File: src/rtl/tex_coord_wrap_pipe.sv
// tex_coord_wrap_pipe: float texture coords -> wrapped normalised coord, texel index and bilinear weight
// Three register stages (decode/shift, wrap, scale) under a single global stall.
module tex_coord_wrap_pipe #(
    parameter int EXP_W  = 8,
    parameter int MANT_W = 15,
    parameter int FRAC_W = 15,
    parameter int DIM_W  = 12,
    parameter int WGT_W  = 8
) (
    input  logic                           core_clock_i,
    input  logic                           core_reset_i,
    input  logic                           in_valid_i,
    output logic                           in_ready_o,
    input  logic [1:0]                     wrap_s_mode_i,
    input  logic [1:0]                     wrap_t_mode_i,
    input  logic [$clog2(DIM_W+1)-1:0]     log2_w_i,
    input  logic [$clog2(DIM_W+1)-1:0]     log2_h_i,
    input  logic [EXP_W+MANT_W:0]          tex_s_i,
    input  logic [EXP_W+MANT_W:0]          tex_t_i,
    output logic                           out_valid_o,
    input  logic                           out_ready_i,
    output logic [FRAC_W-1:0]              coord_s_o,
    output logic [FRAC_W-1:0]              coord_t_o,
    output logic [DIM_W-1:0]               texel_s_o,
    output logic [DIM_W-1:0]               texel_t_o,
    output logic [WGT_W-1:0]               weight_s_o,
    output logic [WGT_W-1:0]               weight_t_o,
    output logic                           border_o
);
    localparam int FW   = 1 + EXP_W + MANT_W;
    localparam int LW   = $clog2(DIM_W + 1);
    localparam int FX   = DIM_W + 2 + FRAC_W;
    localparam int XW   = FX + MANT_W + 1;
    localparam int PW   = FRAC_W + DIM_W;
    localparam int BIAS = 2 ** (EXP_W - 1) - 1;

    typedef struct packed {
        logic              neg;
        logic              n0;
        logic              nz;
        logic [FRAC_W-1:0] f;
    } dec_t;

    typedef struct packed {
        logic              border;
        logic [FRAC_W-1:0] coord;
    } wrap_t;

    typedef struct packed {
        logic [DIM_W-1:0] texel;
        logic [WGT_W-1:0] weight;
    } scale_t;

    typedef struct packed {
        dec_t          s;
        dec_t          t;
        logic [1:0]    ms;
        logic [1:0]    mt;
        logic [LW-1:0] lw;
        logic [LW-1:0] lh;
    } st1_t;

    typedef struct packed {
        wrap_t         s;
        wrap_t         t;
        logic [LW-1:0] lw;
        logic [LW-1:0] lh;
    } st2_t;

    typedef struct packed {
        logic [FRAC_W-1:0] coord_s;
        logic [FRAC_W-1:0] coord_t;
        scale_t            s;
        scale_t            t;
        logic              border;
    } st3_t;

    // Only the fraction, the integer LSB and integer!=0 are needed downstream.
    function automatic dec_t decode(input logic [FW-1:0] x);
        logic [EXP_W-1:0] e;
        logic [XW-1:0]    m;
        logic [FX-1:0]    fx;
        int               sh;
        dec_t             r;
        e     = x[FW-2 -: EXP_W];
        m     = XW'({1'b1, x[MANT_W-1:0]});
        sh    = int'(e) - BIAS - MANT_W + FRAC_W;
        fx    = (e == '0) ? '0 : (sh >= 0) ? FX'(m << sh) : FX'(m >> (-sh));
        r.neg = x[FW-1] && (e != '0);
        r.n0  = fx[FRAC_W];
        r.nz  = fx[FX-1:FRAC_W] != '0;
        r.f   = fx[FRAC_W-1:0];
        return r;
    endfunction

    function automatic wrap_t wrap(input dec_t d, input logic [1:0] mode);
        logic [FRAC_W-1:0] inv;
        wrap_t             r;
        inv      = -d.f;
        r.border = (mode == 2'd3) && (d.neg || d.nz);
        r.coord  = (mode == 2'd0) ? (d.neg ? inv : d.f) :
                   (mode == 2'd2) ? ((d.n0 ^ d.neg) ? inv : d.f) :
                   (d.neg || ((mode == 2'd3) && d.nz)) ? '0 :
                   d.nz ? '1 : d.f;
        return r;
    endfunction

    function automatic scale_t scale(input logic [FRAC_W-1:0] c, input logic [LW-1:0] l);
        logic [PW-1:0]           p;
        logic [DIM_W-1:0]        mask;
        logic [FRAC_W+WGT_W-1:0] wx;
        scale_t                  r;
        p        = PW'(c) << l;
        mask     = ~({DIM_W{1'b1}} << l);
        wx       = {p[FRAC_W-1:0], {WGT_W{1'b0}}};
        r.texel  = p[FRAC_W +: DIM_W] & mask;
        r.weight = wx[FRAC_W+WGT_W-1 -: WGT_W];
        return r;
    endfunction

    logic advance;
    logic v1_q, v1_d, v2_q, v2_d, v3_q, v3_d;
    st1_t s1_q, s1_d;
    st2_t s2_q, s2_d;
    st3_t s3_q, s3_d;

    // Data registers load only with valid beats so outputs stay 0 after reset until the first result.
    always_comb begin
        advance = !v3_q || out_ready_i;
        v1_d    = advance ? in_valid_i : v1_q;
        v2_d    = advance ? v1_q : v2_q;
        v3_d    = advance ? v2_q : v3_q;
        s1_d    = s1_q;
        s2_d    = s2_q;
        s3_d    = s3_q;
        if (advance && in_valid_i) begin
            s1_d.s  = decode(tex_s_i);
            s1_d.t  = decode(tex_t_i);
            s1_d.ms = wrap_s_mode_i;
            s1_d.mt = wrap_t_mode_i;
            s1_d.lw = log2_w_i;
            s1_d.lh = log2_h_i;
        end
        if (advance && v1_q) begin
            s2_d.s  = wrap(s1_q.s, s1_q.ms);
            s2_d.t  = wrap(s1_q.t, s1_q.mt);
            s2_d.lw = s1_q.lw;
            s2_d.lh = s1_q.lh;
        end
        if (advance && v2_q) begin
            s3_d.coord_s = s2_q.s.coord;
            s3_d.coord_t = s2_q.t.coord;
            s3_d.s       = scale(s2_q.s.coord, s2_q.lw);
            s3_d.t       = scale(s2_q.t.coord, s2_q.lh);
            s3_d.border  = s2_q.s.border || s2_q.t.border;
        end
    end

    always_ff @(posedge core_clock_i) begin
        if (core_reset_i) begin
            v1_q <= 1'b0;
            v2_q <= 1'b0;
            v3_q <= 1'b0;
            s1_q <= '0;
            s2_q <= '0;
            s3_q <= '0;
        end else begin
            v1_q <= v1_d;
            v2_q <= v2_d;
            v3_q <= v3_d;
            s1_q <= s1_d;
            s2_q <= s2_d;
            s3_q <= s3_d;
        end
    end

    assign in_ready_o  = advance;
    assign out_valid_o = v3_q;
    assign coord_s_o   = s3_q.coord_s;
    assign coord_t_o   = s3_q.coord_t;
    assign texel_s_o   = s3_q.s.texel;
    assign texel_t_o   = s3_q.t.texel;
    assign weight_s_o  = s3_q.s.weight;
    assign weight_t_o  = s3_q.t.weight;
    assign border_o    = s3_q.border;
endmodule

File: config.mk
export PLATFORM = sky130hd
export DESIGN_NAME = tex_coord_wrap_pipe
export DESIGN_NICKNAME = d
export VERILOG_FILES = /design/src/rtl/tex_coord_wrap_pipe.sv
export SDC_FILE = /design/constraint.sdc
export NUM_CORES = 1
export LEC_CHECK = 0
export ABC_AREA = 1
export CAP_MARGIN = 20
export CORE_AREA = 2 2 165 167
export CTS_BUF_LIST = sky130_fd_sc_hd__clkbuf_8
export DETAILED_ROUTE_END_ITERATION = 10
export DIE_AREA = 0 0 167 169
export GPL_TIMING_DRIVEN = 0
export MAX_ROUTING_LAYER = met4
export PLACE_DENSITY = 0.76
export SLEW_MARGIN = 20
export SYNTH_ARGS = -nofsm -noshare
export SYNTH_HDL_FRONTEND = slang
export SYNTH_SLANG_ARGS = --single-unit
File: constraint.sdc
create_clock -name core_clock_i -period 5.3 [get_ports core_clock_i]
set_input_delay 1.325 -clock core_clock_i [delete_from_list [all_inputs] [get_ports core_clock_i]]
set_output_delay 1.325 -clock core_clock_i [all_outputs]
set_load 0.02 [all_outputs]
Word level (Yosys, flattened, before mapping)
Index checks and enable logic that the tools add are counted.
W data, S select, Z words.
{ "totals": {"register_bits": 162, "inputBits": 64, "out_inout_bits": 73, "elab_cells": 98} }
{ "classes": {"n_addsub": 10, "magnitude_cmp": 2, "n_eq_ne": 4, "shifts": 8, "mux": 16, "bitwise_logic": 6, "reduce_logical": 24} }
{ "op_table": {"columns": ["operator", "n"], "rows": [
  ["$mux W15", 12],
  ["$mux W29", 4],
  ["$neg A11 Y32", 2],
  ["$shl A16 B32 Y29", 2],
  ["$shr A16 B32 Y29", 2],
  ["$shl A15 B4 Y27", 2],
  ["$neg A15 Y15", 2],
  ["$reduce_bool A14 Y1", 2],
  ["$and A12 B12 Y12", 2],
  ["$not A12 Y12", 2],
  ["$shl A12 B4 Y12 const A", 2],
  ["$add A10 B5 Y11 const B", 2],
  ["$ge A11 B1 Y1 const B", 2],
  ["$sub A9 B5 Y10 const B", 2],
  ["$sub A8 B7 Y9 const B", 2],
  ["$logic_not A8 Y1", 2],
  ["$reduce_bool A8 Y1", 2],
  ["$logic_and A1 B1 Y1", 9],
  ["$eq A2 B2 Y1 const B", 4],
  ["$logic_or A1 B1 Y1", 6],
  ["$logic_not A2 Y1", 2],
  ["$xor A1 B1 Y1", 2],
  ["$logic_not A1 Y1", 1]
]} }

Depth between registers and ports, before layout
Gate-level depths: netlist of the first run.
{ "depth": {"ltp_word": 8, "mapped_depth": 27, "ltp_nobuf": 27} }

Worst setup path after synthesis of the first run
No wires, ideal clock.
{ "synth_path": {"path_kind": "in2reg", "from": "in tex_t_i[15]", "to": "reg s1_q[25] in the netlist's numbering", "setup_ns": 0.070, "arrival_ns": 4.429, "t_required_ns": 5.230, "path_slack_ns": 0.800, "stages": 25, "path_buffers": 2, "cell_sequence": "buf_6 -> inv_2 -> clkbuf_1 -> ha_1 -> inv_1 -> nand2_1 -> nor2_4 -> inv_1 -> nor2_2 -> nand4_1 -> ha_1 -> nand2_1 -> nor3_1 -> nand3_1 -> nor2_1 -> nand3_1 -> nor2_2 -> nand3_4 -> clkinv_2 -> nand2_1 -> nor2_1 -> nand2_1 -> a21oi_1 -> o21ai_1 -> a21oi_1"} }
{ "synth_between": {"elab_chain_cells": 7, "word_cells_on_any_way": 10, "cone_classes": "add/sub: 4; order compare: 1; shift: 2; mux: 2; reduce/logical: 1"} }
{ "synth_rtl": {"columns": ["element", "line_no", "source"], "rows": [
  ["start: declaration", "19", "input logic [EXP_W+MANT_W:0] tex_t_i,"],
  ["$sub A8 B7 Y9", "87", "sh = int'(e) - BIAS - MANT_W + FRAC_W;"],
  ["$sub A9 B5 Y10", "87", null],
  ["$add A10 B5 Y11", "87", null],
  ["$neg A11 Y32", "88", "fx = (e == '0) ? '0 : (sh >= 0) ? FX'(m << sh) : FX'(m >> (-sh));"],
  ["$shr A16 B32 Y29", "88", null],
  ["$mux W29", "88", null],
  ["$mux W29 (*)", "88", null],
  ["end signal: assignment", "164", "s1_q <= '0;"],
  ["end signal: assignment", "171", "s1_q <= s1_d;"],
  ["end: declaration", "123", "st1_t s1_q, s1_d;"]
]} }
Mark *: on every way between the ends. The rest lies on a longest branch, timed or not.
A chain may end at the register's enable or synchronous reset.

Worst setup path after layout of the first run
{ "layout_path": {"from": "in tex_s_i[15]", "to": "reg s1_q[45] in the netlist's numbering"} }
{ "layout_between": {"elab_chain_cells": 8, "word_cells_on_any_way": 11, "cone_classes": "add/sub: 4; order compare: 1; shift: 2; mux: 2; reduce/logical: 2"} }
{ "layout_rtl": {"columns": ["element", "line_no", "source"], "rows": [
  ["start: declaration", "18", "input logic [EXP_W+MANT_W:0] tex_s_i,"],
  ["$sub A8 B7 Y9", "87", null],
  ["$sub A9 B5 Y10", "87", null],
  ["$add A10 B5 Y11", "87", null],
  ["$neg A11 Y32", "88", null],
  ["$shr A16 B32 Y29", "88", null],
  ["$mux W29", "88", null],
  ["$mux W29 (*)", "88", null],
  ["$reduce_bool A14 Y1 (*)", "91", "r.nz = fx[FX-1:FRAC_W] != '0;"]
]} }
Marks and branches as above.

==> results of run 1 <==
## per-layer routing
layer  part of all wire  vias to the layer above  track usage
met4              0.037                        0        0.133
met3              0.061                      105       0.0388
met2               0.47                      689        0.549
met5                  0                        -            -
li1                   -                     7736            -
met1               0.43                     7143        0.397
## power breakdown
| group | total [mW] | switching (mW) | internal (mW) | leakage, nW |
|---|---|---|---|---|
| Combinational | 1.11 | 0.754 | 0.354 | 4.93 |
| Clock | 0.946 | 0.513 | 0.433 | 0.198 |
| Sequential | 1.32 | 0.0478 | 1.28 | 1.32 |
## per-stage QoR
stage | power, mW | area, sq um | cells
after floorplan | 2.07 | 13000 | 2215
after global placement | 2.41 | 14800 | 2690
after detailed placement | 2.43 | 14800 | 2690
after CTS | 3.35 | 15200 | 2721
after global routing | 3.56 | 15200 | 2726
final | 3.38 | 15200 | 2726
## synth_stat cells (4+ instances only)
master | instances | area (sq um)
clkbuf_1 | 100 | 375
xnor2_1 | 5 | 43.8
nor4_1 | 5 | 31.3
mux2i_1 | 14 | 140
nor2_4 | 4 | 45.0
inv_1 | 198 | 743
nand3_1 | 188 | 941
inv_2 | 5 | 18.8
nor2_1 | 181 | 679
nand4_1 | 53 | 332
dfxtp_1 | 162 | 3240
nor2_2 | 8 | 50.1
buf_1 | 12 | 45.0
o21ai_0 | 266 | 1330
o22ai_1 | 6 | 37.5
o21ai_1 | 25 | 125
o211ai_1 | 40 | 300
ha_1 | 22 | 275
nand2_1 | 603 | 2260
buf_2 | 8 | 40.0
clkinv_1 | 10 | 37.5
a21oi_1 | 178 | 891
o32ai_1 | 4 | 35.0
a31oi_1 | 7 | 43.8
nand2_2 | 9 | 56.3
o21bai_1 | 4 | 30.0
xor2_1 | 26 | 228
nor3_1 | 16 | 80.1
## logic make-up after synthesis
family,Yosys count
buf+inv,341
compound gates,559
simple gates,1084
mux,14
xor+xnor,33
flops,162
fa+ha+maj,22
## state kept, by name, indices dropped and copies added (netlist names)
name and count:
border_o 1, weight_t_o 8, coord_t_o 15, s2_q 40, coord_s_o 15, v1_q 1
s1_q 48, out_valid_o 1, v2_q 1, texel_s_o 12, weight_s_o 8, texel_t_o 12
## final cells by class
cell class / instances / area (sq um)
Inverter: 215 / 813
Multi-Input combinational cell: 1712 / 8460
Sequential cell: 162 / 3240
Antenna cell: 3 / 7.51
Clock buffer: 17 / 234
Tap cell: 341 / 427
Clock inverter: 15 / 171
Buffer: 124 / 514
Timing Repair Buffer: 137 / 1360
Fill cell: 2767 / 11300
## worst max-delay path: cells and delay by family
family	cells	cell delay, ns
fa+ha+maj	2	0.66
compound gates	3	0.64
simple gates	11	1.67
buf+inv	5	1.14
## worst max path at each step
stage                     depth (start not counted)  endpoint  slack [ns]
after detailed placement                         21  s1_q[26]       -0.66
final                                            21  s1_q[45]        0.21
after global placement                           21  s1_q[26]       -0.59
after global routing                             23  s1_q[19]       -0.02
after floorplan                                  25  s1_q[25]        0.80
after CTS                                        21  s1_q[26]        0.02
## timing repair
action / 4_1_cts / 5_1_grt
pin swaps: 0 / 1
endpoints found under the hold margin: 0 / 0
setup endpoints to repair: 17 / 33
gates resized for setup: 1 / 10
buffers inserted: 0 / 3
==> impl_metrics.yaml, run 1 <==
critical_path:
  worstReg2RegStart: "s1_q[31]"
  ff2ff_setup_slack_ns: 2.68
  worstSetupPathType: "in -> reg"
  cp_slowest_cell: "clkdlybuf4s50_1"
  max_stage_delay_ns: 0.62
  r2r-end: "s2_q[38]"
  cp_cell_sequence: "clkdlybuf4s50_1 -> inv_2 -> clkbuf_2 -> ha_1 -> nor3_4 -> nand2_1 -> nor2_4 -> nand2_1 -> ha_1 -> inv_1 -> nor4_1 -> nand2_1 -> nor2_1 -> nand2_1 -> nor2_8 -> nand2_4 -> inv_6 -> nand3_1 -> o21ai_0 -> a21oi_1 -> a21oi_1"
  required_ns: 5.69
  cp_common_cell: "nand2_1"
  worstRegToRegCells: 13
  critical_path_arrival_ns: 5.47
  critPathLaunch: "tex_s_i[15]"
  critPathLaunchType: "input pin"
  crit_fanout: 10
  worstSetupEndpointType: "flip-flop"
sta:
  finalClockSkew_ns: 0.0168
  tightest_slew_ns: 0.877
  setup-tns-final_ns: 0
  fmax_ghz: 0.197
  hold_ws_ns: 0.469
  finalCriticalPeriod_ns: 5.09
  rsz0062_at_grt: "yes"
  maxSlewHeadroom: 0.410
  period_share: 0.959
  setup_viol: 0
  hold_viol: 0
  report.final.slew_viol_count: 0
  fin_ws_ns: 0.215
clock_network:
  clock_tree.buffer_depth: 2
  path_clk_slew_ns: 0.09
  worst_skew_pair.late_latency_ns: 0.47
  numClockSinks: 162
  ctsHoldBuffers: 0
  root_buffer: "clkbuf_8"
  cts_tree: "done"
  htree_num_levels: 4
  cts_buffers: 17
yosys:
  ys_warn_count: 0
  syn_area_per_cell_sq_um: 5.87
  synthMuxAreaShare: 0.0108
  synth-seq-cells: 162
  synthSimpleGateAreaFrac: 0.359
  netlist_area_sq_um: 13000
  netlist-cell-type-count: 54
  yosysSeqAreaShare: 0.250
  synth_nets: 2301
  yosys.area_share.adder: 0.0212
  synth_compound_gate_area_share: 0.234
  syn_inst: 2215
  synthFlopType: "dfxtp_1"
  synth-edff-count: 0
  synthArstFlopShare: 0
  synth_top_family_by_area: "simple AND/OR/NAND/NOR gates"
  synthXorXnorAreaFrac: 0.0234
global_routing:
  grt_pass1_vias: 14300
  grt-ovfl-total: 0
  grt_max_degree: 18
  antenna_found_initial: 3
  grt_use_total: 0.326
  grt_pass1_wl_um: 72900
finish:
  drive_above_1_share: 0.0445
  final_util: 0.575
  final_common_cell: "nand2_1"
  area_growth_pct: 17.2
  nets: 2455
  mostFrequentLayoutCells: "nand2_1, o21ai_0, inv_1, nand3_1, nor2_1"
route:
  drt_iter0_markers: 1528
  drtAntennaViolNets: 0
  drcViolationCount: 0
  drt-total-wl_um: 46000
  via_per_inst: 5.75
  wl_per_cell_um: 16.9
  drtPass1Iterations: 7
  num_vias: 15700
worst_hold_path:
  hold_depth: 2
  min_path_type: "reg -> reg"
  hold_start: "texel_t_o[10]"
  hold-path-endpoint: "texel_t_o[10]"
floorplanning:
  fp-row-count: 60
  start_util: 0.490
  die_x_um: 167
  die_area_sq_um: 28200
  die_y_um: 169
  io_pins: 137
  core_sq_um: 26500
run_status:
  status: "completed"
power:
  powerDensity_nw_per_um2: 222
  p_leak_nw: 6.45
  vdd_ir_drop_max_v: 0.000150
run:
  max-cap-violations: 0
place:
  port-buffer-count: 134
  dpl.hpwl_um: 36800
  dp_slack_ns: -0.663
  gp_congestion: 0.965
Note: power is estimated with default switching activity, not from simulation.
==> run 2: changes to the inputs <==
--- a/config.mk
+++ b/config.mk
@@ -7,13 +7,14 @@
 export LEC_CHECK = 0
 export ABC_AREA = 1
 export CAP_MARGIN = 20
-export CORE_AREA = 2 2 165 167
+export CORE_AREA = 2 2 232 234
 export CTS_BUF_LIST = sky130_fd_sc_hd__clkbuf_8
 export DETAILED_ROUTE_END_ITERATION = 10
-export DIE_AREA = 0 0 167 169
+export DIE_AREA = 0 0 234 236
+export GPL_ROUTABILITY_DRIVEN = 0
 export GPL_TIMING_DRIVEN = 0
 export MAX_ROUTING_LAYER = met4
-export PLACE_DENSITY = 0.76
+export PLACE_DENSITY = 0.46
 export SLEW_MARGIN = 20
 export SYNTH_ARGS = -nofsm -noshare
 export SYNTH_HDL_FRONTEND = slang
==> impl_metrics.yaml, run 2 (synthesized netlist as in run 1, its figures left out) <==
critical_path:
  cp_slowest_cell: "clkdlybuf4s50_1"
  cp_common_cell: "nand2_1"
  r2r-end: "s1_q[34]"
  worstSetupPathType: "in -> reg"
  worstReg2RegStart: "out_valid_o"
  worstSetupEndpointType: "flip-flop"
  crit_fanout: 14
  required_ns: 5.71
  cp_top_family: "simple AND/OR/NAND/NOR gates"
  critPathLaunchType: "input pin"
  max_stage_delay_ns: 0.46
  worstRegToRegCells: 8
  critical_path_arrival_ns: 5.36
  critPathBufInv: 6
  ff2ff_setup_slack_ns: 2.59
route:
  wl_per_cell_um: 16.3
  drtAntennaViolNets: 0
  drtPass1Iterations: 5
  num_vias: 15300
  drcViolationCount: 0
  drt-total-wl_um: 50000
  via_per_inst: 4.97
  drt_iter0_markers: 1115
finish:
  ff_latch_area_sq_um: 3240
  drive_above_1_share: 0.0416
  fill_cells: 6023
  nets: 2452
  final_common_cell: "nand2_1"
  area_growth_pct: 19.9
  mostFrequentLayoutCells: "nand2_1, o21ai_0, inv_1, nand3_1, nor2_1"
  final_util: 0.294
  regMostFlops: "s1_q"
  largest_reg_flops: 48
  multi_input_area_sq_um: 8440
  reg.largest.list: "s1_q x48, s2_q x40"
global_routing:
  grt_pass1_vias: 14500
  antenna_found_initial: 1
  grt-ovfl-total: 0
  grt_use_total: 0.185
  grt_pass1_wl_um: 79100
  grt_max_degree: 18
place:
  port-buffer-count: 134
  dpl.hpwl_um: 40800
floorplanning:
  core_sq_um: 53100
  die_x_um: 234
  fp-row-count: 85
  die_y_um: 236
  start_util: 0.245
  die_area_sq_um: 55200
  io_pins: 137
power:
  vdd_ir_drop_max_v: 0.000135
  p_total_mw: 3.30
  powerDensity_nw_per_um2: 212
  p_leak_nw: 6.43
clock_network:
  root_buffer: "clkbuf_8"
  clock_tree.buffer_depth: 2
  numClockSinks: 162
  cts_tree: "done"
  worst_skew_pair.late_latency_ns: 0.49
  path_clk_slew_ns: 0.08
  htree_num_levels: 4
  cts_buffers: 17
sta:
  period_share: 0.932
  setup_viol: 0
  finalClockSkew_ns: 0.0168
  tightest_slew_ns: 0.941
  setup-tns-final_ns: 0
  maxSlewHeadroom: 0.367
  report.final.slew_viol_count: 0
  hold_viol: 0
  rsz0062_at_grt: "yes"
  finalCriticalPeriod_ns: 4.94
  hold_ws_ns: 0.464
  fmax_ghz: 0.202
run:
  max-cap-violations: 0
run_status:
  status: "completed"
worst_hold_path:
  hold_start: "border_o"
  hold-path-endpoint: "border_o"
  min_path_type: "reg -> reg"
  hold_depth: 2
run 2: what timing repair did:
action | 4_1_cts | 5_1_grt
setup buffers | 0 | 0
setup endpoints to repair | 15 | 34
hold buffers | 0 | 0
pin swaps | 0 | 1
gates resized for setup | 1 | 9
run 2: worst max path at each step:
stage                      from  slack (ns)  cells past startpoint       end
floorplan           tex_t_i[15]        0.80                     25  s1_q[25]
global placement    tex_t_i[16]       -0.71                     21  s1_q[26]
detailed placement  tex_t_i[16]       -0.70                     21  s1_q[26]
CTS                 tex_t_i[16]        0.07                     21  s1_q[26]
global route        tex_t_i[15]       -0.03                     25  s1_q[19]
finish              tex_t_i[15]        0.36                     25  s1_q[19]
run 2: metrics by stage:
step	cells	setup slack (ns)	instance area (sq um)
6_report	3074	0.358	15600
5_1_grt	3074	-0.0316	15600
4_1_cts	3074	0.0731	15600
3_5_place_dp	3045	-0.697	15200
3_3_place_gp	3045	-0.707	15200
2_1_floorplan	2215	0.800	13000
run 2: final cells by class:
class	count	share of cell area
clock inverters	10	0.00554
well taps	696	0.0559
inverters	215	0.0522
repair buffers	134	0.0862
multi-input cells	1712	0.541
plain buffers	124	0.0330
flip-flops and latches	162	0.208
clock buffers	20	0.0177
diodes	1	0.000161
run 2: layer usage:
| layer | share of wire | routed length [um] | GRT usage |
|---|---|---|---|
| met1 | 0.47 | 23500 | 0.240 |
| met2 | 0.46 | 23100 | 0.301 |
| met3 | 0.046 | 2320 | 0.0199 |
| met4 | 0.022 | 1100 | 0.0514 |
| met5 | 0 | 0 | - |
run 2: power by group:
part	internal, mW	total [mW]	switching, mW
clock	0.400	0.866	0.466
combinational	0.352	1.11	0.756
sequential	1.28	1.33	0.0514
total	2.03	3.30	1.27
run 2: worst register-to-register path, delay by kind of cell, from the launching register on:
family	cells	cell delay, ns
and+or+nand+nor	3	1.01
buffers and inverters	4	1.12
AOI/OAI and AO/OA	1	0.08
DFF	1	0.36
